<file path="src/rtl/score_pulse_sequencer_if.sv">
// Event posting port between game logic (master) and the score pulse sequencer (slave).
interface score_pulse_sequencer_if #(
  parameter int AMT_W = 8
);
  logic             evValid;
  logic [AMT_W-1:0] evAmount;
  logic             evDec;
  logic             evReady;
  logic             dropped;

  modport master (output evValid, evAmount, evDec, input evReady, dropped);
  modport slave  (input evValid, evAmount, evDec, output evReady, dropped);
endinterface

</file>
<file path="src/rtl/score_pulse_sequencer.sv">
// Queues score events and replays each one as a train of single-cycle
// increase/decrease pulses for the BCD score counter. Decrement trains stop
// as soon as the counter reports zero.
//
//  state | meaning
//  IDLE  | no train running; pops the FIFO head when one is waiting
//  PULSE | candidate step pulse this cycle
//  WAIT  | inter-pulse gap; gapCnt counts down to the next PULSE
module score_pulse_sequencer #(
  parameter int DEPTH = 4,
  parameter int AMT_W = 8,
  parameter int GAP   = 0
) (
  input  logic                   clk,
  input  logic                   resetN,
  score_pulse_sequencer_if.slave ev,
  input  logic                   clearAll,
  input  logic                   counterZero,
  output logic                   increase,
  output logic                   decrease,
  output logic                   busy
);

  localparam int PTR_W = $clog2(DEPTH);
  localparam int CNT_W = PTR_W + 1;
  // gapCnt holds at most GAP-1; keep one bit minimum so GAP = 0/1 still elaborate
  localparam int GAP_W = (GAP < 2) ? 1 : $clog2(GAP);
  localparam logic [CNT_W-1:0] FULL = CNT_W'(DEPTH);

  typedef enum logic [1:0] {
    IDLE  = 2'd0,
    PULSE = 2'd1,
    WAIT  = 2'd2
  } state_t;

  state_t state, stateNext;

  logic [AMT_W:0]   mem [DEPTH];
  logic [PTR_W-1:0] wrPtr, rdPtr;
  logic [CNT_W-1:0] count;
  logic             ready, empty, push, pop;
  logic [AMT_W-1:0] headAmount;
  logic             headDec;

  logic [AMT_W-1:0] remaining, remainingNext;
  logic             curDec, curDecNext;
  logic [GAP_W-1:0] gapCnt, gapCntNext;

  assign empty       = (count == '0);
  assign ready       = (count != FULL);
  assign ev.evReady  = ready;
  // dropped uses the pre-clear ready so a push lost to a full FIFO is still flagged
  assign ev.dropped  = ev.evValid && !ready;
  assign push        = ev.evValid && ready && !clearAll;
  assign pop         = (state == IDLE) && !empty && !clearAll;
  assign {headAmount, headDec} = mem[rdPtr];

  // FIFO storage: write the offered event at the accepting edge
  always_ff @(posedge clk) begin
    if (push) begin
      mem[wrPtr] <= {ev.evAmount, ev.evDec};
    end
  end

  // FIFO pointers and occupancy; clearAll empties the queue
  always_ff @(posedge clk or negedge resetN) begin
    if (!resetN) begin
      wrPtr <= '0;
      rdPtr <= '0;
      count <= '0;
    end else if (clearAll) begin
      wrPtr <= '0;
      rdPtr <= '0;
      count <= '0;
    end else begin
      if (push) wrPtr <= wrPtr + PTR_W'(1);
      if (pop)  rdPtr <= rdPtr + PTR_W'(1);
      case ({push, pop})
        2'b10:   count <= count + CNT_W'(1);
        2'b01:   count <= count - CNT_W'(1);
        default: count <= count;
      endcase
    end
  end

  // State register together with the train bookkeeping registers
  always_ff @(posedge clk or negedge resetN) begin
    if (!resetN) begin
      state     <= IDLE;
      remaining <= '0;
      curDec    <= 1'b0;
      gapCnt    <= '0;
    end else begin
      state     <= stateNext;
      remaining <= remainingNext;
      curDec    <= curDecNext;
      gapCnt    <= gapCntNext;
    end
  end

  // Next-state logic: load a train from the FIFO, count it down, honour the gap
  always_comb begin
    stateNext     = state;
    remainingNext = remaining;
    curDecNext    = curDec;
    gapCntNext    = gapCnt;
    if (clearAll) begin
      stateNext     = IDLE;
      remainingNext = '0;
    end else begin
      case (state)
        IDLE: begin
          if (!empty) begin
            remainingNext = headAmount;
            curDecNext    = headDec;
            // a zero-amount entry is simply discarded
            if (headAmount != '0) stateNext = PULSE;
          end
        end
        PULSE: begin
          if (curDec && counterZero) begin
            remainingNext = '0;
            stateNext     = IDLE;
          end else begin
            remainingNext = remaining - AMT_W'(1);
            if (remaining == AMT_W'(1)) begin
              stateNext = IDLE;
            end else if (GAP == 0) begin
              stateNext = PULSE;
            end else begin
              gapCntNext = GAP_W'(GAP - 1);
              stateNext  = WAIT;
            end
          end
        end
        WAIT: begin
          if (gapCnt == '0) stateNext = PULSE;
          else              gapCntNext = gapCnt - GAP_W'(1);
        end
        default: stateNext = IDLE;
      endcase
    end
  end

  // Outputs decoded from state; counterZero gates a decrement combinationally
  always_comb begin
    increase = 1'b0;
    decrease = 1'b0;
    if (state == PULSE) begin
      increase = !curDec;
      decrease = curDec && !counterZero;
    end
    busy = (state != IDLE) || !empty;
  end

endmodule
</file>
<file path="src/flat_wrapper.sv">
// flat-port wrapper written by rule: the top's interface ports become plain ports
module score_pulse_sequencer_flat 
#(
  parameter int DEPTH = 4,
  parameter int AMT_W = 8,
  parameter int GAP   = 0
)
  (clk, resetN, clearAll, counterZero, increase, decrease, busy, ev_evValid, ev_evAmount, ev_evDec, ev_evReady, ev_dropped);
  score_pulse_sequencer_if #(.AMT_W(AMT_W)) ev_i ();
  input  logic clk;
  input  logic resetN;
  input  logic clearAll;
  input  logic counterZero;
  output logic increase;
  output logic decrease;
  output logic busy;
  input wire logic [$bits(ev_i.evValid)-1:0] ev_evValid;
  input wire logic [$bits(ev_i.evAmount)-1:0] ev_evAmount;
  input wire logic [$bits(ev_i.evDec)-1:0] ev_evDec;
  output wire logic [$bits(ev_i.evReady)-1:0] ev_evReady;
  output wire logic [$bits(ev_i.dropped)-1:0] ev_dropped;
  assign ev_i.evValid = ev_evValid;
  assign ev_i.evAmount = ev_evAmount;
  assign ev_i.evDec = ev_evDec;
  assign ev_evReady = ev_i.evReady;
  assign ev_dropped = ev_i.dropped;
  score_pulse_sequencer #(.DEPTH(DEPTH), .AMT_W(AMT_W), .GAP(GAP)) u_core (.clk(clk), .resetN(resetN), .ev(ev_i), .clearAll(clearAll), .counterZero(counterZero), .increase(increase), .decrease(decrease), .busy(busy));
endmodule
</file>
<file path="config.mk">
export PLATFORM = sky130hd
export DESIGN_NAME = score_pulse_sequencer_flat
export DESIGN_NICKNAME = d
export VERILOG_FILES = /design/src/rtl/score_pulse_sequencer_if.sv /design/src/rtl/score_pulse_sequencer.sv /design/src/flat_wrapper.sv
export SDC_FILE = /design/constraint.sdc
export NUM_CORES = 1
export LEC_CHECK = 0
export CAP_MARGIN = 15
export CORE_UTILIZATION = 31
export DETAILED_ROUTE_END_ITERATION = 8
export GPL_TIMING_DRIVEN = 0
export PLACE_DENSITY = 0.48
export SYNTH_ARGS = -nofsm -noshare
export SYNTH_HDL_FRONTEND = slang
export SYNTH_SLANG_ARGS = --single-unit
</file>
<file path="constraint.sdc">
create_clock -name clk -period 5.6 [get_ports clk]
set_input_delay 1.68 -clock clk [delete_from_list [all_inputs] [get_ports clk]]
set_output_delay 1.68 -clock clk [all_outputs]
set_load 0.005 [all_outputs]
</file>
==> results.toml, run 1 <==
[critical_path]
critPathArrivalTime_ns = 2.94
cp_cell_sequence = "clkdlybuf4s50_1 > inv_1 > nor2_1 > clkdlybuf4s50_1"
path_class = "input pin to primary output"
worstPathRequired_ns = 3.92
endpoint_kind = "primary output"
critical_path.max_fanout = 5
cpMostUsedCell = "clkdlybuf4s50_1"
startpoint_type = "input pin"
cpPeakStageDelay_ns = 0.59
crit_slowest_cell = "clkdlybuf4s50_1"

[min_path]
min_path_type = "flip-flop to flip-flop"

[timing]
max_freq_mhz = 216
hold_viol = 0
worst_pin_slew_ns = 0.858
setup_slack_ns = 0.981
min_period_over_period_pct = 82.5
slew_viol_final = 0
period_minus_slack_ns = 4.62
max-slew-margin-rel_pct = 42.3
setup_viol = 0
rsz0062_at_grt = "false"
setup_tns_ns = 0
finClkSkew_ns = 0.00753

[clock_network]
postCtsHoldBufs = 0
clk_latency_ns = 0.31
cts_resized = 0
clk_pin_slew_ns = 0.11
clockBufferDepth = 2
cts_tree = "done"
h-tree-depth = 2
postCtsSetupBuffers = 0
cts_root_buf = "clkbuf_8"
clock_sinks = 53
cts_buffers = 5

[place]
place_congestion = 0.783
dp_hpwl_um = 3290
pre_cts_ws_ns = 0.973
portBuffers = 17

[floorplanning]
chipHeight_um = 90.1
io_pins = 19
die_area_um2 = 8120
core_area_um2 = 7370
fp-row-count = 31
die_w_um = 90.1
start_util_pct = 32.7

[synth]
yosysWarnings = 0
synth-seq-cells = 53
ys_seq_area_share_pct = 62.6
synth_ff_type = "edfxtp_1"
synth-edff-count = 36
syn_inst = 172
syn-num-nets = 193
synth_area_per_cell_um2 = 14.0
yosysUniqueCellTypes = 38
async_reset_ff_share_pct = 32.1
syn_area_um2 = 2410

[power_and_ir_drop]
pwr-share-clk_pct = 17.9
comb_power_share_pct = 40.1
p_leak_nw = 0.979
vdd_drop_max_v = 0.000149
switching_share_pct = 37.3
p_per_area_nw_per_um2 = 462
seq_power_share_pct = 42.0
p_int_mw = 0.810
switchingPower_mw = 0.482

[detailed_routing]
drtAntennaViolNets = 0
drt-vias-per-instance = 4.85
first_pass_iters = 4
wl_per_cell_um = 16.0
drtIter0Drc = 53
vias = 1435
drc_errors = 0
finalWirelength_um = 4750

[grt]
antenna_found_initial = 0
grt_max_degree = 20
globalRoute.totalOverflow = 0
grt_use_total_pct = 12.7
grt_pass1_wl_um = 7940
grt_pass1_vias = 1516

[layout]
seq_area_um2 = 1510
fin_nets = 217
antenna_cells = 0
nFillCells = 728
fin_util_pct = 38.0
syn_to_final_growth_pct = 16.3
drive_gt1_share_pct = 12.2
multiInputGateArea_um2 = 838

[flow_run]
maxCapViolations = 0

[run_status]
status = "finished clean"
==> power groups by stage <==
stage	logic (mW)	registers (mW)	clock network, mW
floorplan	0.379	0.535	0
global placement	0.509	0.547	0
detailed placement	0.520	0.551	0
CTS	0.522	0.542	0.239
global route	0.584	0.553	0.254
finish	0.518	0.543	0.232
==> registers in the layout, summed over array words and instances, names as in the netlist <==
register,flops
u_core.mem,36
u_core.remaining,8
u_core.count,3
u_core.rdPtr,2
u_core.wrPtr,2
u_core.curDec,1
u_core.state,1
==> logic make-up (layout without fill, tap and decap cells) <==
family	Yosys count	count (layout)	synth area share, %
compound gates	28	28	8.00
fa+ha+maj	7	7	3.95
mux	12	12	9.77
flops	53	53	62.6
buf+inv	14	39	2.60
xor+xnor	5	5	1.82
simple gates	53	53	11.3
==> placed cells by master, fill, tap and decap left out, types with 2 or more instances in the layout <==
master           Yosys  final
a31oi_1              5      5
clkbuf_8             0      5
edfxtp_1            36     36
nand3_1              2      2
clkdlybuf4s50_1      0     17
clkbuf_1             3      3
nand4_1              2      2
a221oi_1             4      4
nor2_1              18     18
nor3b_1              2      2
xor2_1               3      3
dfrtp_1             17     17
nor3_1               9      9
nand2_1              5      5
and2_1               5      5
nor4_1               2      2
xnor2_1              2      2
ha_1                 6      6
inv_1                7      7
nor2b_1              3      3
buf_2                2      2
o21ai_0              5      5
mux4_2               9      9
or3b_1               2      2
a21oi_1              8      8
==> path summary, 6_finish.rpt <==
| kind | startpoint | to | slack (ns) | cells past startpoint |
|---|---|---|---|---|
| max | ev_evValid | ev_dropped | 0.98 | 4 |
| min | u_core.remaining[5]$_DFFE_PN0P_ | u_core.remaining[5]$_DFFE_PN0P_ | 0.57 | 2 |
| max reg2reg | u_core.count[0]$_DFFE_PN0P_ | u_core.count[2]$_DFFE_PN0P_ | 3.28 | 6 |
| min reg2reg | u_core.remaining[5]$_DFFE_PN0P_ | u_core.remaining[5]$_DFFE_PN0P_ | 0.57 | 2 |
| max in group asynchronous | resetN | u_core.rdPtr[1]$_DFFE_PN0P_ | 3.21 | 1 |
| min in group asynchronous | resetN | u_core.remaining[2]$_DFFE_PN0P_ | 1.85 | 1 |
==> per-stage QoR <==
step	instance area (um2)	cells	hold WS, ns	power, mW
6_report	2800	296	0.566	1.29
5_1_grt	2800	296	0.613	1.39
4_1_cts	2800	296	0.572	1.30
3_5_place_dp	2700	288	0.557	1.07
3_3_place_gp	2700	288	0.542	1.06
2_1_floorplan	2410	172	0.515	0.914
==> per-layer routing <==
metal | GRT usage [%] | part of all wire, % | vias to the layer above
li1 | - | - | 695
met1 | 16.0 | 46 | 717
met2 | 21.7 | 50 | 21
met3 | 3.38 | 3.1 | 2
met4 | 3.23 | 0.63 | 0
met5 | 0 | 0 | -
==> cells in the mapped netlist, drive strengths merged, types with 4 or more instances <==
library cell,number,area [um2]
inv,7,26.3
nor3,9,45.0
buf,4,25.0
nor2,18,67.6
ha,6,75.1
edfxtp,36,1080
a221oi,4,35.0
and2,5,31.3
dfrtp,17,425
a21oi,8,40.0
mux4,9,203
a31oi,5,31.3
o21ai,6,30.0
nand2,5,18.8
==> final cells by class <==
class	instances	area share, %
Sequential cell	53	53.8
Tap cell	99	4.43
Clock buffer	5	2.46
Inverter	7	0.939
Clock inverter	3	1.03
Buffer	7	1.30
Timing Repair Buffer	17	6.08
Multi-Input combinational cell	105	30.0
==> critical path: cells and delay by family <==
| family | cells | cell delay (ns) |
|---|---|---|
| buffers and inverters | 3 | 1.15 |
| AND/OR/NAND/NOR | 1 | 0.10 |
No activity file was read; power rests on OpenSTA's default activity.
==> inputs of run 2 (changes only) <==
- clock period: 5.6 -> 4.7 ns (I/O delays scaled with it)
==> results of run 2 <==
Same layout as run 1 (identical final DEF). Status: finished clean.
Main changes from that run: setup slack after placement 0.973 ns -> 0.613 ns; setup slack after layout 0.981 ns -> 0.621 ns; register-to-register setup slack 3.28 ns -> 2.38 ns; total power 1.29 mW -> 1.54 mW; worst IR drop on VDD 0.000149 V -> 0.000177 V
==> inputs of run 3 (changes only) <==
- CAP_MARGIN: 15 -> 25
==> results of run 3 <==
Same layout as run 1 (identical final DEF). Status: finished clean.
Main changes from that run: setup slack after placement 0.973 ns -> 0.613 ns; setup slack after layout 0.981 ns -> 0.621 ns; register-to-register setup slack 3.28 ns -> 2.38 ns; total power 1.29 mW -> 1.54 mW; worst IR drop on VDD 0.000149 V -> 0.000177 V
==> RTL change: new RTL, flow settings as in run 2 <==
`DEPTH` is set to 4 in 2 places; all go to 8.
--- a/src/rtl/score_pulse_sequencer.sv
+++ b/src/rtl/score_pulse_sequencer.sv
@@ -9,3 +9,3 @@
 module score_pulse_sequencer #(
-  parameter int DEPTH = 4,
+  parameter int DEPTH = 8,
   parameter int AMT_W = 8,
--- a/src/flat_wrapper.sv
+++ b/src/flat_wrapper.sv
@@ -3,3 +3,3 @@
 #(
-  parameter int DEPTH = 4,
+  parameter int DEPTH = 8,
   parameter int AMT_W = 8,
Behaviour: not the same (Yosys sat finds a counterexample within 10 cycles, from zero or initial values and one cycle with resetN low).
==> RTL change against run 2 <==
Routed wire length rose by 71%. Area after synthesis rose by 68%. Sequential cell count rose by 39. Setup slack got worse by 0.12 ns. Combinational power rose by 34%. Design area rose by 70%. Synthesized cell count rose by 49%. Sequential share of layout area rose by 2.2 points. Maximum frequency fell by 2.9%. Total power rose by 67%. Via count rose by 52%. Die area rose by 66%. Largest cell class unchanged. Largest power group unchanged. Highest routed layer unchanged.
==> RTL change: results (changes against run 2) <==
{| class="wikitable"
! Metric !! Value
|-
| Count of flip-flops with a built-in enable after synthesis || 72 (was 36)
|-
| Largest net degree at the start of global routing || 21 (was 20)
|-
| Drt first-iter violations || 127 (was 53)
|-
| Met3 WL || 280 um (was 149 um)
|-
| Global routing usage on met3 || 3.892% (was 3.384%)
|-
| GRT Util Overall || 13.35% (was 12.72%)
|-
| Number of H-tree branching levels || 3 (was 2)
|-
| Worst-path clk slew || 0.07 ns (was 0.11 ns)
|-
| Filler cell count in the final layout || 1,225 (was 728)
|-
| DR WL met2 || 3862 um (was 2386 um)
|-
| Area contributors post-synth || sky130_fd_sc_hd__edfxtp_1, sky130_fd_sc_hd__dfrtp_1, sky130_fd_sc_hd__mux4_2, sky130_fd_sc_hd__nor2_1, sky130_fd_sc_hd__mux2i_1 (was sky130_fd_sc_hd__edfxtp_1, sky130_fd_sc_hd__dfrtp_1, sky130_fd_sc_hd__mux4_2, sky130_fd_sc_hd__ha_1, sky130_fd_sc_hd__nor2_1)
|-
| Wire length of the first global-routing pass || 12,760 um (was 7935 um)
|-
| Number of vias in the routed layout || 2,186 (was 1,435)
|-
| Data arrival time at the worst-slack endpoint || 2.79 ns (was 2.67 ns)
|-
| Share of the yosys chip area belonging to registers || 65.82% (was 62.58%)
|-
| Result of the run || finished, final reports clean (unchanged)
|-
| Share of flip-flops with an asynchronous set or reset after synthesis || 21.74% (was 32.08%)
|-
| Num CTS Buffers || 9 (was 5)
|-
| Area share of xor/xnor cells in the synthesized design || 2.784% (was 1.819%)
|-
| CP max FO || 4 (was 5)
|-
| Wire length on met1 || 3887 um (was 2182 um)
|-
| Worst slew slack as a fraction of its limit || 27.58% (was 42.27%)
|-
| Syn_nets || 277 (was 193)
|-
| Multiplexer area fraction after synthesis || 12.50% (was 9.771%)
|-
| Final GP Congestion || 0.8098 (was 0.7826)
|-
| Largest registers in the final layout || u_core.mem x72, u_core.remaining x8, u_core.count x4 (was u_core.mem x36, u_core.remaining x8, u_core.count x3)
|-
| Fraction of final layout cells sized beyond drive strength 1 || 17.87% (was 12.18%)
|-
| Number of nets in the layout || 307 (was 217)
|-
| Fraction of the mapped netlist area in adder cells || 1.856% (was 3.950%)
|}
## RTL change: cell count changes after synthesis, moves of 3 or more
| cell | delta |
|---|---|
| sky130_fd_sc_hd__dfrtp_1 | +3 |
| sky130_fd_sc_hd__and2_1 | -4 |
| sky130_fd_sc_hd__o221ai_1 | +3 |
| sky130_fd_sc_hd__edfxtp_1 | +36 |
| sky130_fd_sc_hd__nand2_1 | +5 |
| sky130_fd_sc_hd__nand2b_1 | +4 |
| sky130_fd_sc_hd__xnor2_1 | +4 |
| sky130_fd_sc_hd__a31oi_1 | -5 |
| sky130_fd_sc_hd__clkbuf_1 | +3 |
| sky130_fd_sc_hd__a221oi_1 | -4 |
| sky130_fd_sc_hd__mux4_2 | +9 |
| sky130_fd_sc_hd__mux2i_1 | +9 |
| sky130_fd_sc_hd__nor2_1 | +13 |
## RTL change: worst paths after layout
kind	startpoint	end	slack, ns	cells after the start
worst max register to register	u_core.count[1]$_DFFE_PN0P_	u_core.count[3]$_DFFE_PN0P_	1.71	12
max in group asynchronous	resetN	u_core.count[3]$_DFFE_PN0P_	2.48	1
worst min register to register	u_core.remaining[5]$_DFFE_PN0P_	u_core.remaining[5]$_DFFE_PN0P_	0.57	2
worst max-delay path	ev_evValid	ev_dropped	0.50	4
min in group asynchronous	resetN	u_core.count[2]$_DFFE_PN0P_	1.61	1
worst min-delay path	u_core.remaining[5]$_DFFE_PN0P_	u_core.remaining[5]$_DFFE_PN0P_	0.57	2
## RTL change: power by group
part,internal [uW],switching (uW)
clock network,413,301
registers,956,74.2
logic,385,444
## RTL change: metrics by stage
| step | cell area, um^2 | setup slack, ns | utilization (%) | std cells | hold slack [ns] |
|---|---|---|---|---|---|
| 2_1_floorplan | 4045 | 1.616 | - | 257 | 0.4782 |
| 5_1_grt | 4751 | 0.3963 | 37.49 | 463 | 0.5799 |
| 4_1_cts | 4751 | 0.4884 | 37.49 | 463 | 0.5599 |
| 6_report | 4751 | 0.4983 | 37.49 | 463 | 0.5690 |
| 3_3_place_gp | 4441 | 0.2820 | 35.04 | 447 | 0.5161 |
| 3_5_place_dp | 4462 | 0.4951 | 35.21 | 448 | 0.5353 |
## RTL change: final cells by class
| class | instances | area (um^2) | share of cell area, % |
|---|---|---|---|
| plain buffers | 13 | 76.32 | 1.607 |
| clock buffers | 10 | 229.0 | 4.820 |
| clock inverters | 5 | 60.06 | 1.264 |
| inverters | 5 | 18.77 | 0.3950 |
| multi-input cells | 147 | 1297 | 27.31 |
| flip-flops and latches | 92 | 2663 | 56.04 |
| well taps | 172 | 215.2 | 4.530 |
| repair buffers | 19 | 191.4 | 4.030 |
